<file path="src/rtl/alu_pkg.sv">
// Shared types for the bit-serial ALU responder: opcodes, FSM states and
// the arithmetic-opcode predicate used by both the slice and the top.
package alu_pkg;

    typedef enum logic [2:0] {
        OPC_ADD  = 3'd0,
        OPC_SUB  = 3'd1,
        OPC_AND  = 3'd2,
        OPC_OR   = 3'd3,
        OPC_XOR  = 3'd4,
        OPC_NOT  = 3'd5,
        OPC_XNOR = 3'd6,
        OPC_RSVD = 3'd7
    } opc_e;

    typedef enum logic [1:0] {
        ST_IDLE = 2'd0,
        ST_RUN  = 2'd1,
        ST_DONE = 2'd2
    } state_e;

    function automatic logic is_arith(input opc_e opc);
        return (opc == OPC_ADD) || (opc == OPC_SUB);
    endfunction

endpackage

</file>
<file path="src/rtl/alu_slice.sv">
// Combinational STEP-bit ALU slice; the carry chain is threaded through
// successive slices by the serial top.
module alu_slice
    import alu_pkg::*;
#(
    parameter int STEP = 1
) (
    input  logic [STEP-1:0] a_s,
    input  logic [STEP-1:0] b_s,
    input  logic            carry_in,
    input  opc_e            opc,
    output logic [STEP-1:0] r_s,
    output logic            carry_out
);

    logic [STEP-1:0] b_eff_s;
    logic [STEP:0]   sum_s;

    // Slice result and carry; subtraction adds the inverted operand and the
    // top pre-loads the inverted borrow as the initial carry.
    always_comb begin
        b_eff_s   = (opc == OPC_SUB) ? ~b_s : b_s;
        sum_s     = {1'b0, a_s} + {1'b0, b_eff_s} + {{STEP{1'b0}}, carry_in};
        carry_out = carry_in;
        r_s       = {STEP{1'b0}};
        case (opc)
            OPC_ADD, OPC_SUB: begin
                r_s       = sum_s[STEP-1:0];
                carry_out = sum_s[STEP];
            end
            OPC_AND:  r_s = a_s & b_s;
            OPC_OR:   r_s = a_s | b_s;
            OPC_XOR:  r_s = a_s ^ b_s;
            OPC_NOT:  r_s = ~a_s;
            OPC_XNOR: r_s = ~(a_s ^ b_s);
            default:  r_s = {STEP{1'b0}};
        endcase
    end

endmodule

</file>
<file path="src/rtl/serial_alu_responder.sv">
// Bit-serial ALU with request/response handshakes: accepts one operation,
// processes STEP bits per cycle LSB first, then holds the result until taken.
module serial_alu_responder
    import alu_pkg::*;
#(
    parameter int WIDTH = 16,
    parameter int STEP  = 1
) (
    input  logic             clk,
    input  logic             rst,
    input  logic             req_valid,
    output logic             req_ready,
    input  logic [WIDTH-1:0] a,
    input  logic [WIDTH-1:0] b,
    input  logic             cin,
    input  logic [2:0]       opc,
    output logic             rsp_valid,
    input  logic             rsp_ready,
    output logic [WIDTH-1:0] result,
    output logic             cout,
    output logic             zero,
    output logic             neg
);

    localparam int NSTEPS = WIDTH / STEP;
    localparam int CNT_W  = (NSTEPS > 1) ? $clog2(NSTEPS) : 1;

    if ((STEP < 1) || ((WIDTH % STEP) != 0)) begin : g_bad_step
        $error("serial_alu_responder: STEP must divide WIDTH");
    end

    state_e           state_r, state_nxt_s;
    logic [WIDTH-1:0] a_sh_r, b_sh_r, acc_r, acc_nxt_s;
    opc_e             opc_r;
    logic             carry_r, zero_acc_r, zero_nxt_s;
    logic [CNT_W-1:0] cnt_r;
    logic             last_s;
    logic [STEP-1:0]  slice_r_s;
    logic             slice_c_s;

    alu_slice #(.STEP(STEP)) u_slice (
        .a_s       (a_sh_r[STEP-1:0]),
        .b_s       (b_sh_r[STEP-1:0]),
        .carry_in  (carry_r),
        .opc       (opc_r),
        .r_s       (slice_r_s),
        .carry_out (slice_c_s)
    );

    // Held low throughout reset so an initiator never sees a stale ready.
    assign req_ready = (state_r == ST_IDLE) && !rst;
    assign last_s    = (cnt_r == CNT_W'(NSTEPS - 1));

    // Next-state logic for the request/run/response sequence.
    always_comb begin
        state_nxt_s = state_r;
        case (state_r)
            ST_IDLE: begin
                if (req_valid) state_nxt_s = ST_RUN;
                else           state_nxt_s = ST_IDLE;
            end
            ST_RUN: begin
                if (last_s) state_nxt_s = ST_DONE;
                else        state_nxt_s = ST_RUN;
            end
            ST_DONE: begin
                if (rsp_ready) state_nxt_s = ST_IDLE;
                else           state_nxt_s = ST_DONE;
            end
            default: state_nxt_s = ST_IDLE;
        endcase
    end

    // State register.
    always_ff @(posedge clk) begin
        if (rst) state_r <= ST_IDLE;
        else     state_r <= state_nxt_s;
    end

    // New slice bits enter at the top so the first (LSB) slice lands in bit 0.
    always_comb begin
        acc_nxt_s = acc_r >> STEP;
        for (int i = 0; i < STEP; i++) begin
            acc_nxt_s[WIDTH-STEP+i] = slice_r_s[i];
        end
        zero_nxt_s = zero_acc_r && (slice_r_s == {STEP{1'b0}});
    end

    // Operand shifters, serial accumulators and registered response outputs.
    always_ff @(posedge clk) begin
        if (rst) begin
            a_sh_r     <= {WIDTH{1'b0}};
            b_sh_r     <= {WIDTH{1'b0}};
            acc_r      <= {WIDTH{1'b0}};
            opc_r      <= OPC_ADD;
            carry_r    <= 1'b0;
            zero_acc_r <= 1'b1;
            cnt_r      <= {CNT_W{1'b0}};
            result     <= {WIDTH{1'b0}};
            cout       <= 1'b0;
            zero       <= 1'b0;
            neg        <= 1'b0;
            rsp_valid  <= 1'b0;
        end else begin
            case (state_r)
                ST_IDLE: begin
                    if (req_valid) begin
                        a_sh_r     <= a;
                        b_sh_r     <= b;
                        opc_r      <= opc_e'(opc);
                        carry_r    <= (opc_e'(opc) == OPC_SUB) ? !cin : cin;
                        zero_acc_r <= 1'b1;
                        cnt_r      <= {CNT_W{1'b0}};
                    end
                end
                ST_RUN: begin
                    a_sh_r     <= a_sh_r >> STEP;
                    b_sh_r     <= b_sh_r >> STEP;
                    acc_r      <= acc_nxt_s;
                    carry_r    <= slice_c_s;
                    zero_acc_r <= zero_nxt_s;
                    cnt_r      <= cnt_r + CNT_W'(1);
                    if (last_s) begin
                        result    <= acc_nxt_s;
                        cout      <= is_arith(opc_r) ? slice_c_s : 1'b0;
                        zero      <= zero_nxt_s;
                        neg       <= acc_nxt_s[WIDTH-1];
                        rsp_valid <= 1'b1;
                    end
                end
                ST_DONE: begin
                    if (rsp_ready) rsp_valid <= 1'b0;
                end
                default: rsp_valid <= 1'b0;
            endcase
        end
    end

endmodule

</file>
<file path="config.mk">
export PLATFORM = sky130hd
export DESIGN_NAME = serial_alu_responder
export DESIGN_NICKNAME = d
export VERILOG_FILES = /design/src/rtl/alu_pkg.sv /design/src/rtl/alu_slice.sv /design/src/rtl/serial_alu_responder.sv
export SDC_FILE = /design/constraint.sdc
export NUM_CORES = 1
export LEC_CHECK = 0
export ABC_AREA = 1
export BUFFER_PORTS_ARGS = -buffer_cell sky130_fd_sc_hd__buf_2
export CORE_MARGIN = 2
export CORE_UTILIZATION = 40
export DETAILED_ROUTE_END_ITERATION = 8
export MAX_ROUTING_LAYER = met4
export PLACE_DENSITY_LB_ADDON = 0.2
export SLEW_MARGIN = 30
export SYNTH_ARGS = -nofsm -noshare
export SYNTH_HDL_FRONTEND = slang
export SYNTH_SLANG_ARGS = --single-unit
</file>
<file path="constraint.sdc">
create_clock -name clk -period 1.8 [get_ports clk]
set_input_delay 0.36 -clock clk [delete_from_list [all_inputs] [get_ports clk]]
set_output_delay 0.36 -clock clk [all_outputs]
set_load 0.1 [all_outputs]
</file>
==> results of run 1 <==
==> routing by layer <==
layer | part of all wire (%) | wire length (µm)
met5 | 0 | 0
met3 | 5.5 | 376
met1 | 48 | 3260
met2 | 46 | 3120
met4 | 0.75 | 51
==> metrics by stage <==
| stage | power, mW | area, µm² | TNS, ns | setup slack [ns] | hold WS [ns] |
|---|---|---|---|---|---|
| 6_report | 3.75 | 3830 | 0 | 0.0942 | 0.276 |
| 5_1_grt | 3.95 | 3830 | -0.0184 | -0.0184 | 0.258 |
| 4_1_cts | 3.79 | 3820 | 0 | 0.0175 | 0.256 |
| 3_5_place_dp | 2.44 | 3610 | 0 | 0.0321 | 0.441 |
| 3_3_place_gp | 2.43 | 3610 | 0 | 0.0908 | 0.440 |
| 2_1_floorplan | 2.29 | 3220 | 0 | 0.0662 | 0.426 |
==> flip-flops by register name, indices dropped and copies added (netlist names) <==
name	flops
a_sh_r	16
acc_r	15
b_sh_r	16
carry_r	1
cnt_r	4
cout	1
opc_r	3
result	16
rsp_valid	1
state_r	2
zero	1
zero_acc_r	1
==> cell usage after synthesis, drive strengths merged <==
master	instances	area, µm²
a211oi	1	12.5
clkbuf	6	32.5
inv	25	93.8
nor2	41	161
a31oi	30	188
ha	3	37.5
nand3b	1	7.51
nand2	117	454
a21oi	32	164
xor2	1	8.76
o21ai	58	290
dfxtp	77	1540
fa	1	20.0
buf	22	140
nand3	9	57.6
==> power by group <==
group          internal (mW)  switching [mW]
registers               1.82          0.0660
clock network          0.716           0.629
logic                  0.200           0.312
==> cell usage in the layout, fill, tap and decap left out <==
master        n
ha_1          3
clkbuf_8     11
clkinv_4      1
buf_4         9
inv_1        19
nand2_4       2
xor2_1        1
fa_1          1
nor2_4        2
nand3_4       1
a21oi_1      31
dfxtp_1      76
dfxtp_2       1
inv_2         6
buf_12        4
clkinv_2      1
nor2_1       38
nor2_2        1
a31oi_1      30
a21oi_2       1
buf_2        59
o21ai_1       7
nand3_1       7
o21ai_0      51
nand2_1     115
clkinvlp_4    2
nand3_2       1
nand3b_1      1
bufinv_16     1
a211oi_2      1
==> how the worst max path moves through the flow <==
stage                            end  depth (start not counted)  slack [ns]
after global routing       acc_r[15]                         11       -0.02
after detailed placement  result[15]                         11        0.03
after floorplan           result[15]                          1        0.07
final                      acc_r[15]                         11        0.09
after global placement    result[15]                         11        0.09
after CTS                 result[15]                         11        0.02
==> worst max-delay path, cell delays in order, from the launching register on <==
cell	delay, ns
dfxtp_1	0.32
inv_1	0.09
nand3_2	0.07
xor2_1	0.15
fa_1	0.48
inv_1	0.04
nand2_1	0.05
nand2_1	0.06
nor2_2	0.09
nand2_1	0.08
o21ai_1	0.13
inv_1	0.05
==> cell type report <==
class,instances,area share (%)
flip-flops and latches,77,40.2
multi-input cells,294,36.9
repair buffers,72,11.6
clock buffers,11,3.95
well taps,102,3.33
inverters,25,2.45
clock inverters,5,1.53
==> logic make-up (layout without fill, tap and decap cells) <==
logic type / Yosys count / after routing / share of synthesized area [%]
adders and majority gates: 4 / 4 / 1.79
xor gates and xnor gates: 1 / 1 / 0.273
DFF: 77 / 77 / 48.0
and+or+nand+nor: 168 / 168 / 21.2
AOI/OAI and AO/OA: 121 / 121 / 20.4
buffers and inverters: 53 / 113 / 8.30
==> repair_timing <==
item	4_1_cts	5_1_grt
setup buffers	0	0
endpoints found under the setup margin	0	3
gates resized for setup	0	6
==> impl_metrics.toml, run 1 <==
[route]
ant_nets = 0
wl_mm = 6.82
vias = 2833
via_per_inst = 4.83
wl_per_cell_um = 11.6
drt-pass1-iter-count = 4
drc_errors = 0
drt_iter0_markers = 105

[worst_setup_path]
r2r_end = "acc_r[15]"
rr_worst_depth = 11
r2r_start = "opc_r[1]"
cp.required_ns = 2.04
arrival_ns = 1.94
reg2reg_setup_slack_ns = 0.09
crit_fanout = 2
crit_path_start_kind = "flip-flop"
worst_setup_path_end_kind = "flip-flop"
cp-startpoint = "opc_r[1]"
worstSetupPathType = "flip-flop to flip-flop"

[sta]
hold_viol = 0
worstMarginPinSlew_ns = 0.494
setup_violations = 0
max_freq_mhz = 586
fin_crit_sh_pct = 94.8
drv_slew = 0
relSlewSlack_pct = 67.3
skew_ns = 0.00572
period_minus_slack_ns = 1.71

[global_route]
met3_usage_pct = 4.43
grt_max_degree = 41
grt_use_met1_pct = 21.1
antenna_found_initial = 0
grt_pass1_vias = 2455
gr-usage-met2_pct = 25.7
grt_use_total_pct = 16.5
grt_busiest_layer = "met2"
grt_pass1_wl_mm = 11.2
gr-total-overflow = 0

[clock_tree]
cts_hold_buffers = 0
insertion_delay_ns = 0.33
cts_tree = "built"
cts_buffers = 9
cts-root-buf = "clkbuf_8"
clk_path_buf_depth = 2
htreeDepth = 3
clk_pin_slew_ns = 0.08
cts.sinks = 77

[floorplanning]
io_pins = 61
core-area_um2 = 7770
fp.dieArea_um2 = 8760
start_util_pct = 41.3
row_count = 32
dieWidth_um = 93.6
die_y_um = 93.6

[run]
drv_cap = 0

[synthesis]
syn_inst = 424
synth.distinct_cells = 25
syn_nets = 468
ys_ff_latch = 77
syn-cell-area_um2 = 3210
ys_warn_count = 0
syn_avg_cell_area_um2 = 7.57
ys_seq_area_share_pct = 48.0

[status]
status = "completed"

[final_layout]
drive_gt1_share_pct = 21.5
register_area_um2 = 1540
nFillCells = 789
area_delta_synth_final_pct = 19.5
multi_input_area_um2 = 1420
fin_util_pct = 49.4
final_cells = 586
diodes = 0
nets = 523

[worst_hold_path]
min_to = "a_sh_r[9]"
hold_path.startpoint = "a[9]"
whs_path_depth = 3
hp-class = "input port to flip-flop"

[placement]
port_buffers = 60
routabilityCongestion = 0.815
place_hpwl_mm = 4.55
dp_cells = 570

[power]
power_density_nw_per_um2 = 977
vdd.ir_drop.worst_mv = 0.501
p_leak_nw = 1.67
No activity file was read; power rests on OpenSTA's default activity.
==> run 2: changes to the inputs <==
CORE_UTILIZATION = 49   (was 40)
PLACE_DENSITY = 0.75   (was not set)
PLACE_DENSITY_LB_ADDON = not set   (was 0.2)
==> run 2 against run 1 <==
Effect of this change: global-route usage increased by 4.2 points; via count increased by 1.6%; clock power is essentially flat; largest cell class unchanged; sequential power is essentially flat.
==> impl_metrics.toml, run 2 (same netlist as run 1, synthesis figures left out) <==
[run]
drv_cap = 0

[route]
ant_nets = 0
drc_errors = 0
drt-pass1-iter-count = 4
wl_per_cell_um = 12.2
drt_iter0_markers = 232
vias = 2878
wl_mm = 6.83
via_per_inst = 5.14

[floorplanning]
die_y_um = 84.9
io_pins = 61
start_util_pct = 50.5
fp.dieArea_um2 = 7210
dieWidth_um = 84.9
row_count = 29
core-area_um2 = 6350

[power]
power_density_nw_per_um2 = 995
vdd.ir_drop.worst_mv = 0.611
finalPower_mw = 3.77
p_comb_share_pct = 13.8
internal_power_mw = 2.71
sw_frac_of_total_pct = 28.1
pwr-share-seq_pct = 50.2
p_leak_nw = 1.66
p_clk_share_pct = 36.0
power.switching_mw = 1.06

[global_route]
antenna_found_initial = 0
grt_max_degree = 47
grt_pass1_vias = 2579
grt_use_total_pct = 20.7
grt_pass1_wl_mm = 11.7
gr-total-overflow = 0

[worst_hold_path]
hp-class = "input port to flip-flop"
whs_path_depth = 3

[worst_setup_path]
cp.required_ns = 2.05
crit_buf_inv = 3
worst_setup_path_end_kind = "flip-flop"
rr_worst_depth = 11
cp_cell_sequence = "inv_2 -> nand3_2 -> xor2_1 -> fa_1 -> inv_1 -> nand2_1 -> nand2_1 -> nor2_2 -> nand2_2 -> o21ai_2 -> inv_1"
cpPeakStageDelay_ns = 0.48
worstSetupPathType = "flip-flop to flip-flop"
crit_path_start_kind = "flip-flop"
arrival_ns = 1.94
crit_fanout = 2
slowest_stage = "fa_1"
cp.depth = 11
crit_family = "adder cells"

[placement]
place_hpwl_mm = 4.56
port_buffers = 60
dp_cells = 544
pre_cts_ws_ns = 0.0541
routabilityCongestion = 0.880

[final_layout]
nets = 522
diodes = 0
multi_input_area_um2 = 1430
drive_gt1_share_pct = 21.9
mostFrequentLayoutCells = "nand2_1, dfxtp_1, buf_2, o21ai_0, nor2_1"
register_area_um2 = 1540
top_regs = "a_sh_r: 16 flops, b_sh_r: 16 flops, result: 16 flops"
final_cells = 560
nFillCells = 567
final_common_cell = "nand2_1"
area_delta_synth_final_pct = 18.0

[status]
status = "completed"

[sta]
fin_setup_tns_ns = 0
fin_ws_ns = 0.115
worstMarginPinSlew_ns = 0.487
fin_crit_sh_pct = 93.6
max_freq_mhz = 594
setup_violations = 0
relSlewSlack_pct = 67.7
period_minus_slack_ns = 1.68
hold_viol = 0
skew_ns = 0.00830
whs_ns = 0.266
drv_slew = 0

[clock_tree]
cts_setup_buffers = 0
cts_buffers = 9
clk_path_buf_depth = 2
insertion_delay_ns = 0.35
cts-root-buf = "clkbuf_8"
cts.sinks = 77
clk_pin_slew_ns = 0.09
htreeDepth = 3
cts_tree = "built"
cts_hold_buffers = 0
-- run 2: path summary, 6_finish.rpt --
kind / startpoint / end / slack [ns]
setup reg to reg: opc_r[2] / acc_r[15] / 0.12
hold reg to reg: result[10] / result[10] / 0.46
setup / recovery: opc_r[2] / acc_r[15] / 0.12
hold / removal: a[5] / a_sh_r[5] / 0.27
-- run 2: cell type report --
| cell class | count | share of cell area [%] |
|---|---|---|
| Multi-Input combinational cell | 294 | 37.7 |
| Sequential cell | 77 | 40.7 |
| Clock buffer | 10 | 3.63 |
| Tap cell | 77 | 2.54 |
| Clock inverter | 6 | 1.82 |
| Timing Repair Buffer | 71 | 11.2 |
| Inverter | 25 | 2.48 |
-- run 2: what timing repair did --
item / in CTS / in global routing
gates resized for setup: 0 / 9
endpoints found under the setup margin: 0 / 4
hold endpoints to repair: 0 / 0
-- run 2: through the flow --
stage | cell area (µm²) | util, %
global route | 3790 | 59.6
CTS | 3770 | 59.4
finish | 3790 | 59.6
floorplan | 3220 | -
global placement | 3560 | 56.1
detailed placement | 3560 | 56.1
-- run 2: tightest hold or removal path: stages --
cell	delay, ns
buf_2	0.09
nand2_1	0.05
a31oi_1	0.07
-- run 2: power by group through the flow --
stage	Sequential, mW	Clock [mW]	Combinational, mW
finish	1.89	1.36	0.519
global route	1.91	1.44	0.597
CTS	1.89	1.37	0.509
detailed placement	1.93	0	0.508
global placement	1.92	0	0.493
floorplan	1.92	0	0.370
-- run 2: routing by layer --
metal,part of all wire (%),routed length [µm],up-vias,GRT usage [%]
li1,-,-,1513,-
met2,47,3180,61,31.3
met4,1.6,112,0,8.80
met5,0,0,-,-
met1,48,3260,1294,27.6
met3,4.1,277,10,3.50
==> run 3: changes to the inputs <==
ABC_AREA = not set   (was 1)
MAX_ROUTING_LAYER = not set   (was met4)
==> run 3 against run 2 <==
Effect of this change: the flow now finishes with violations (negative setup slack); cell area is 1.4% higher; maximum frequency fell by 7.6%; worst hold slack got worse by 0.019 ns; die area up 1.5%; sequential power down 3%; largest cell class unchanged; largest power group unchanged.
==> impl_metrics.toml, run 3 <==
[status]
status = "complete, but fails checks"
violations = "negative setup slack"

[placement]
routabilityCongestion = 0.826
place_hpwl_mm = 4.38
pre_cts_ws_ns = -0.106
port_buffers = 60
postPlaceCellArea_um2 = 3620
dp_cells = 521

[power]
finalPower_mw = 3.56
power_density_nw_per_um2 = 928
vdd.ir_drop.worst_mv = 0.564
sw_frac_of_total_pct = 26.0
p_clk_share_pct = 36.7
p_leak_nw = 1.52
p_comb_share_pct = 11.9
internal_power_mw = 2.64
pwr-share-seq_pct = 51.4
power.switching_mw = 0.925

[final_layout]
final_common_cell = "nand2_1"
fin_util_pct = 60.1
diodes = 0
nets = 499
mostFrequentLayoutCells = "nand2_1, dfxtp_1, buf_2, nor2_1, a21oi_1"
multi_input_area_um2 = 1550
top_regs = "a_sh_r: 16 flops, b_sh_r: 16 flops, result: 16 flops"
drive_gt1_share_pct = 23.9
final_cells = 537
nFillCells = 583
fin_area_um2 = 3840
register_area_um2 = 1550
area_delta_synth_final_pct = 17.8

[sta]
max_freq_mhz = 549
fin_setup_tns_ns = -0.0234
whs_ns = 0.247
fin_ws_ns = -0.0231
setup_violations = 2
skew_ns = 0.00781
drv_slew = 0
hold_viol = 0
fin_crit_sh_pct = 101
relSlewSlack_pct = 67.9
worstMarginPinSlew_ns = 0.485
rsz0062_at_grt = "yes"
period_minus_slack_ns = 1.82

[global_route]
gr-total-overflow = 0
grt_pass1_vias = 2530
grt_use_total_pct = 18.8
grt_max_degree = 79
grt_pass1_wl_mm = 11.2
antenna_found_initial = 0

[synthesis]
yosysMostFrequentCell = "nand2_1"
synth_ff_type = "dfxtp_1"
synth_area_leader_cell = "dfxtp_1"
synth_edf_count = 0
synth.distinct_cells = 36
syn_nets = 447
syn_avg_cell_area_um2 = 8.09
synth.top_cell.area_share_pct = 47.3
syn-cell-area_um2 = 3260
ys_warn_count = 0
ys_ff_latch = 77
synthTopCellsByArea = "dfxtp_1, nand2_1, a21oi_1"
synth_commonest_cells = "nand2_1, dfxtp_1, nor2_1"
ys_seq_area_share_pct = 47.3
syn_inst = 403
async_flop_share_pct = 0

[floorplanning]
die_y_um = 85.6
core-area_um2 = 6390
io_pins = 61
row_count = 29
dieWidth_um = 85.6
fp.dieArea_um2 = 7320
start_util_pct = 51.0

[clock_tree]
cts-root-buf = "clkbuf_8"
cts_hold_buffers = 0
insertion_delay_ns = 0.35
cts.sinks = 77
clk_path_buf_depth = 2
htreeDepth = 3
cts_buffers = 9
cts_tree = "built"
clk_pin_slew_ns = 0.08

[route]
via_per_inst = 5.26
wl_mm = 6.58
drt-pass1-iter-count = 4
vias = 2826
ant_nets = 0
wl_per_cell_um = 12.3
drc_errors = 0
drt_iter0_markers = 91

[worst_setup_path]
cp.required_ns = 2.04
worst_setup_path_end_kind = "flip-flop"
cpPeakStageDelay_ns = 0.45
crit_family = "compound AO/OA/AOI/OAI gates"
cp_common_cell = "nor2_1"
crit_buf_inv = 0
crit_path_start_kind = "flip-flop"
cp_cell_sequence = "nor2_4 -> nand2_2 -> xnor2_2 -> fa_1 -> nor2_1 -> nor2_1 -> a22o_1 -> o31a_1"
arrival_ns = 2.06
slowest_stage = "fa_1"
worstSetupPathType = "flip-flop to flip-flop"
crit_fanout = 4

[worst_hold_path]
hp-class = "input port to flip-flop"

[run]
drv_cap = 0
run 3: cell types whose count changed after synthesis, sizes merged, moves of 10 or more:
cell and change:
a21oi +10, a311oi +29, a31oi -30, inv -21, nand2 +15, o21ai -53
run 3: cell type report:
| type | instances | share of cell area [%] |
|---|---|---|
| inverter | 4 | 0.391 |
| timing repair buffer | 74 | 11.4 |
| clock inverter | 5 | 1.56 |
| clock buffer | 11 | 3.68 |
| tap | 77 | 2.51 |
| multi-input combinational | 289 | 40.2 |
| sequential | 77 | 40.2 |
run 3: worst paths after layout:
| kind | cells past startpoint | endpoint | start | slack [ns] |
|---|---|---|---|---|
| max | 8 | zero_acc_r | opc_r[1] | -0.02 |
| min | 3 | b_sh_r[15] | b[15] | 0.25 |
| max reg2reg | 8 | zero_acc_r | opc_r[1] | -0.02 |
| min reg2reg | 2 | result[5] | result[5] | 0.45 |
run 3: cells by family (layout without fill, tap and decap cells):
| kind of cell | Yosys count | after routing | synth area share, % |
|---|---|---|---|
| compound gates | 85 | 85 | 19.2 |
| xor+xnor | 3 | 3 | 0.806 |
| fa+ha+maj | 4 | 4 | 1.77 |
| buf+inv | 37 | 94 | 6.18 |
| flops | 77 | 77 | 47.3 |
| mux | 1 | 1 | 0.307 |
| simple gates | 196 | 196 | 24.5 |
run 3: what timing repair did:
item	CTS	global route
gates resized for setup	4	3
pin swaps	6	1
setup endpoints to repair	4	10
gates cloned	0	0
buffers inserted	0	0
run 3: per-layer routing:
layer	share of wire, %	vias up	global-route usage (%)
met2	48	58	32.8
met3	3.9	3	3.66
met5	0	-	0
li1	-	1460	-
met1	47	1305	23.3
met4	0.62	0	6.49
run 3: power by group through the flow:
| stage | Sequential [mW] | Clock, mW | Combinational (mW) |
|---|---|---|---|
| after CTS | 1.83 | 1.33 | 0.423 |
| after global placement | 1.86 | 0 | 0.406 |
| after floorplan | 1.85 | 0 | 0.325 |
| after global routing | 1.84 | 1.39 | 0.477 |
| after detailed placement | 1.87 | 0 | 0.418 |
| final | 1.83 | 1.31 | 0.424 |
run 3: worst register-to-register path, stage by stage, from the launching register on:
cell and delay (ns):
dfxtp_2 0.34, nor2_4 0.11, nand2_2 0.07, xnor2_2 0.13, fa_1 0.45, nor2_1 0.11, nor2_1 0.05, a22o_1 0.23
o31a_1 0.24
